`config.mk`:
```
export PLATFORM = sky130hd
export DESIGN_NAME = ext_mem_arbiter
export DESIGN_NICKNAME = d
export VERILOG_FILES = /design/src/rtl/ext_mem_arbiter.sv
export SDC_FILE = /design/constraint.sdc
export NUM_CORES = 1
export LEC_CHECK = 0
export BUFFER_PORTS_ARGS = -buffer_cell sky130_fd_sc_hd__buf_2
export CAP_MARGIN = 30
export CORE_MARGIN = 2
export CORE_UTILIZATION = 30
export CTS_CLUSTER_DIAMETER = 60
export DETAILED_ROUTE_END_ITERATION = 6
export PLACE_DENSITY = 0.62
export SYNTH_ARGS = -nofsm -noshare
export SYNTH_HDL_FRONTEND = slang
export SYNTH_SLANG_ARGS = --single-unit
```
`constraint.sdc`:
```
create_clock -name clk -period 3.9 [get_ports clk]
set_clock_uncertainty 0.1 [all_clocks]
set_input_delay 0.585 -clock clk [delete_from_list [all_inputs] [get_ports clk]]
set_output_delay 0.585 -clock clk [all_outputs]
set_load 0.05 [all_outputs]
```
`src/rtl/ext_mem_arbiter.sv`:
```
// Arbitrates the external SRAM bus between VGA glyph fetch and CPU load/store.
// VGA has priority; a CPU request is forced through after STARVE_LIMIT straight VGA grants.
module ext_mem_arbiter #(
    parameter int DW           = 16,
    parameter int AW           = 16,
    parameter int WAIT_CYCLES  = 2,
    parameter int STARVE_LIMIT = 3
) (
    input  logic          clk,
    input  logic          rst,
    input  logic          vga_req,
    input  logic [AW-1:0] vga_addr,
    output logic          vga_ack,
    input  logic          cpu_req,
    input  logic          cpu_we,
    input  logic [AW-1:0] cpu_addr,
    input  logic [DW-1:0] cpu_wdata,
    output logic          cpu_ack,
    input  logic [DW-1:0] mem_din,
    output logic [DW-1:0] rdata,
    output logic [AW-1:0] EXT_MEM_ADDR,
    output logic [DW-1:0] DOUT_SRAM,
    output logic          dout_en,
    output logic          CE,
    output logic          OE,
    output logic          WE,
    output logic          grant_vga,
    output logic          busy
);
    typedef enum logic [1:0] {IDLE, SETUP, ACCESS, DONE} state_t;

    state_t     state;
    logic [3:0] wait_cnt;
    logic [3:0] starve_cnt;
    logic       is_write;
    logic       pick_cpu;

    function automatic logic [3:0] starve_inc(input logic [3:0] v);
        return (v >= 4'(STARVE_LIMIT)) ? 4'(STARVE_LIMIT) : v + 4'd1;
    endfunction

    // CPU wins when VGA is idle or the CPU has waited out STARVE_LIMIT VGA grants.
    assign pick_cpu = cpu_req && (!vga_req || (starve_cnt == 4'(STARVE_LIMIT)));

    always_ff @(posedge clk or posedge rst) begin
        if (rst) begin
            state        <= IDLE;
            wait_cnt     <= '0;
            starve_cnt   <= '0;
            is_write     <= 1'b0;
            vga_ack      <= 1'b0;
            cpu_ack      <= 1'b0;
            rdata        <= '0;
            EXT_MEM_ADDR <= '0;
            DOUT_SRAM    <= '0;
            dout_en      <= 1'b0;
            CE           <= 1'b1;
            OE           <= 1'b1;
            WE           <= 1'b1;
            grant_vga    <= 1'b0;
            busy         <= 1'b0;
        end else begin
            vga_ack <= 1'b0;
            cpu_ack <= 1'b0;
            case (state)
                IDLE: begin
                    if (vga_req || cpu_req) begin
                        grant_vga    <= !pick_cpu;
                        is_write     <= pick_cpu && cpu_we;
                        EXT_MEM_ADDR <= pick_cpu ? cpu_addr : vga_addr;
                        if (pick_cpu) begin
                            DOUT_SRAM <= cpu_wdata;
                        end
                        starve_cnt   <= (!pick_cpu && cpu_req) ? starve_inc(starve_cnt) : 4'd0;
                        dout_en      <= pick_cpu && cpu_we;
                        CE           <= 1'b0;
                        busy         <= 1'b1;
                        state        <= SETUP;
                    end
                end
                SETUP: begin
                    OE       <= is_write;
                    WE       <= !is_write;
                    wait_cnt <= 4'(WAIT_CYCLES - 1);
                    state    <= ACCESS;
                end
                ACCESS: begin
                    if (wait_cnt == 4'd0) begin
                        CE      <= 1'b1;
                        OE      <= 1'b1;
                        WE      <= 1'b1;
                        dout_en <= 1'b0;
                        if (!is_write) begin
                            rdata <= mem_din;
                        end
                        state   <= DONE;
                    end else begin
                        wait_cnt <= wait_cnt - 4'd1;
                    end
                end
                DONE: begin
                    // Address and write data stay put here to give the SRAM one cycle of hold.
                    vga_ack   <= grant_vga;
                    cpu_ack   <= !grant_vga;
                    grant_vga <= 1'b0;
                    busy      <= 1'b0;
                    state     <= IDLE;
                end
                default: state <= IDLE;
            endcase
        end
    end
endmodule
```
==> qor.log <==
INFO  global_routing wire_length_of_the_first_global_routing_pass=10700um
INFO  die            dieHeight=103um
INFO  synthesis      dominantRegCellSynth=sky130_fd_sc_hd__dfrtp_1
INFO  clocking       clock_tree.htree_level_count=3
INFO  final_layout   final_nets=447
INFO  critical_path  timing_worst_setup_path_type=reg -> reg
INFO  power          power-per-cell-area=974mW/mm2
INFO  global_routing global_route.usage.met3=5.22%
INFO  global_routing first_global_vias=2262
INFO  clocking       cts.path.max_buffers=2
INFO  clocking       post_cts_repair_timing_setup_buffer_count=0
INFO  run            max_cap_violations=0
INFO  clocking       cts-resized-gates=0
INFO  drt            avgViaCountPerCell=4.65
INFO  die            row_count=36
INFO  critical_path  critPathArrivalTime=2590ps
INFO  synthesis      synth_area_leaders=sky130_fd_sc_hd__dfrtp_1, sky130_fd_sc_hd__mux2_2, sky130_fd_sc_hd__nand2_1
INFO  global_routing grt_usage=13.0%
INFO  placement      dp_hpwl=4810um
INFO  clocking       clock-root-buffer=sky130_fd_sc_hd__clkbuf_8
INFO  clocking       cts-buffers-inserted=9
INFO  timing         fin_crit=2450ps
INFO  synthesis      post_synth_instance_area=0.00293mm2
INFO  outcome        status=finished clean
INFO  placement      placement.cell_area=0.00367mm2
INFO  hold_path      holdCritPathClass=in -> reg
INFO  clocking       tritoncts=yes
INFO  timing         final_setup_violations=0
INFO  placement      buffer_ports.inserted=124
INFO  clocking       cts.sink_count=67
INFO  power          finalPower=3760uW
INFO  timing         grt_setup_unrepaired=no
INFO  synthesis      syn-instance-count=248
INFO  timing         timing_worst_slew_pin_value=860ps
INFO  die            design.portCount=125
INFO  critical_path  critical_path.max_fanout=24
INFO  die            dieWidth=103um
INFO  synthesis      synth-warning-count=0
INFO  timing         finalHoldViolations=0
INFO  synthesis      count_leader_synth=sky130_fd_sc_hd__dfrtp_1
INFO  global_routing use_met2=20.0%
INFO  final_layout   ant_diodes=0
INFO  clocking       clkLatencyLatePin=350ps
INFO  synthesis      number_of_unique_standard_cell_types_used_by_synthesis=39
INFO  synthesis      post_synth_mux_area_share=13.7%
INFO  global_routing maximum_number_of_pins_on_one_net_before_global_route_repair=68
INFO  drt            drt_iter0_markers=103
INFO  timing         finalMaxSlewViolations=0
INFO  drt            drc=0
INFO  synthesis      synth_simple_gate_area_share=14.0%
INFO  final_layout   post_route_cell_area=0.00386mm2
INFO  synthesis      synth-xor-area-share=0%
INFO  synthesis      synth_top_area_share=54.6%
INFO  critical_path  setup.worst_path.end_class=flip-flop
INFO  timing         slew-limit-headroom=42.6%
INFO  synthesis      synth-edff-count=0
INFO  final_layout   final_layout_size_suffix_gt1_share=46.0%
INFO  critical_path  critical_path.startpoint_type=flip-flop
INFO  synthesis      synth_adder_area_share=2.99%
INFO  synthesis      syn-num-nets=324
INFO  power          vdd.ir_drop.worst=0.334mV
INFO  global_routing global_route.overflow_total=0
INFO  global_routing number_of_antenna_violations_at_the_first_check_in_global_routing=0
INFO  synthesis      main_combinational_cell_family_by_area_after_synthesis=simple AND/OR/NAND/NOR gates
INFO  drt            postRouteWirelength=6770um
INFO  synthesis      synth-async-reset-ratio=100%
INFO  drt            detail-route-antenna-nets=0
INFO  global_routing grt.met1_usage=17.0%
INFO  drt            drt-wirelength-per-cell=13.3um
INFO  timing         post-route-period-util=62.7%
INFO  critical_path  cp.required=4050ps
INFO  drt            detail_route.first_pass.iterations=4
INFO  global_routing gr-max-usage-layer=met2
INFO  timing         clock.fmax=409MHz
INFO  synthesis      synth.yosys.seq_area_share=57.3%
INFO  synthesis      yosys.area.top_type=sky130_fd_sc_hd__dfrtp_1
INFO  final_layout   layout-area-overhead-vs-synth=31.6%
INFO  die            die_area=0.0106mm2
INFO  synthesis      synth_top_cells_by_count=sky130_fd_sc_hd__dfrtp_1, sky130_fd_sc_hd__nand2_1, sky130_fd_sc_hd__mux2_2
INFO  clocking       clkSlewWorstSetupHoldPaths=80ps
INFO  die            initial_utilization=30.4%
INFO  clocking       holdBufCountCts=0
INFO  synthesis      synth_seq_cells=67
INFO  drt            route.vias.total=2367
INFO  timing         setup_total_negative_slack=0ps
INFO  power          leakage=0.00186uW
INFO  placement      routability_congestion=0.766
INFO  die            core-area=0.00964mm2
INFO  synthesis      synth_compound_gate_area_share=8.66%
INFO  synthesis      syn_area_per_cell=11.8um2
-- cells by family after synthesis --
kind of cell               after synthesis
AOI/OAI and AO/OA                       34
adders and majority gates                7
buffers and inverters                   23
DFF                                     67
muxes                                   36
and+or+nand+nor                         81
-- state kept, by name, summed over array words and instances, names as in the netlist, 2 cells and up --
register and cells:
wait_cnt 4, starve_cnt 4, rdata 16, state 2, DOUT_SRAM 16, EXT_MEM_ADDR 16
-- worst paths after layout --
path / from / endpoint / slack, ps / cells past startpoint
max: state[0]$_DFFE_PP0P_ / dout_en$_DFFE_PP0P_ / 1450 / 5
min: cpu_wdata[6] / DOUT_SRAM[6]$_DFFE_PP0P_ / 350 / 2
max reg2reg: state[0]$_DFFE_PP0P_ / dout_en$_DFFE_PP0P_ / 1450 / 5
min reg2reg: grant_vga$_DFFE_PP0P_ / cpu_ack$_DFF_PP0_ / 370 / 1
max in group asynchronous: rst / EXT_MEM_ADDR[12]$_DFFE_PP0P_ / 2780 / 3
min in group asynchronous: rst / rdata[9]$_DFFE_PP0P_ / 380 / 3
-- area by class of cell --
| cell class | count | area [um2] |
|---|---|---|
| Fill cell | 993 | 5780 |
| Sequential cell | 67 | 1680 |
| Multi-Input combinational cell | 158 | 1150 |
| Timing Repair Buffer | 127 | 643 |
| Tap cell | 133 | 166 |
| Clock buffer | 10 | 138 |
| Clock inverter | 6 | 48.8 |
| Inverter | 8 | 30.0 |
-- routing by layer --
| layer | part of all wire (%) | up-vias |
|---|---|---|
| met5 | 0 | - |
| met4 | 1.5 | 0 |
| met3 | 9.3 | 14 |
| met2 | 45 | 93 |
| met1 | 45 | 1123 |
| li1 | - | 1137 |
-- critical path, cell delays in order, from the launching register on --
cell and delay [ps]:
sky130_fd_sc_hd__dfrtp_1 420, sky130_fd_sc_hd__inv_1 100, sky130_fd_sc_hd__ha_1 710, sky130_fd_sc_hd__o21a_1 690
sky130_fd_sc_hd__nand3b_1 140, sky130_fd_sc_hd__o221ai_1 200
-- cell usage in the layout (no fill, tap or decap), types with 4 or more instances in the layout --
| master | n |
|---|---|
| sky130_fd_sc_hd__buf_2 | 124 |
| sky130_fd_sc_hd__dfrtp_1 | 64 |
| sky130_fd_sc_hd__nand2_1 | 41 |
| sky130_fd_sc_hd__mux2_2 | 23 |
| sky130_fd_sc_hd__nand4_1 | 16 |
| sky130_fd_sc_hd__o211ai_1 | 16 |
| sky130_fd_sc_hd__mux2_1 | 10 |
| sky130_fd_sc_hd__clkbuf_8 | 10 |
| sky130_fd_sc_hd__inv_1 | 7 |
| sky130_fd_sc_hd__ha_1 | 7 |
| sky130_fd_sc_hd__o21ai_0 | 5 |
| sky130_fd_sc_hd__and2_1 | 4 |
| sky130_fd_sc_hd__nor2_1 | 4 |
-- where the power goes --
part           switching (uW)  leakage, uW  internal, uW
clock                     284    0.0000855           253
sequential                165     0.000823          1020
combinational            1470     0.000953           566
-- stage by stage --
step	hold slack (ps)	util, %	worst slack, ps	std cells
2_1_floorplan	354	-	1540	248
4_1_cts	331	40.1	1410	509
3_3_place_gp	359	38.1	1470	493
6_report	346	40.1	1450	509
3_5_place_dp	362	38.1	1430	493
5_1_grt	337	40.1	1220	509
No activity file was read; power rests on OpenSTA's default activity.
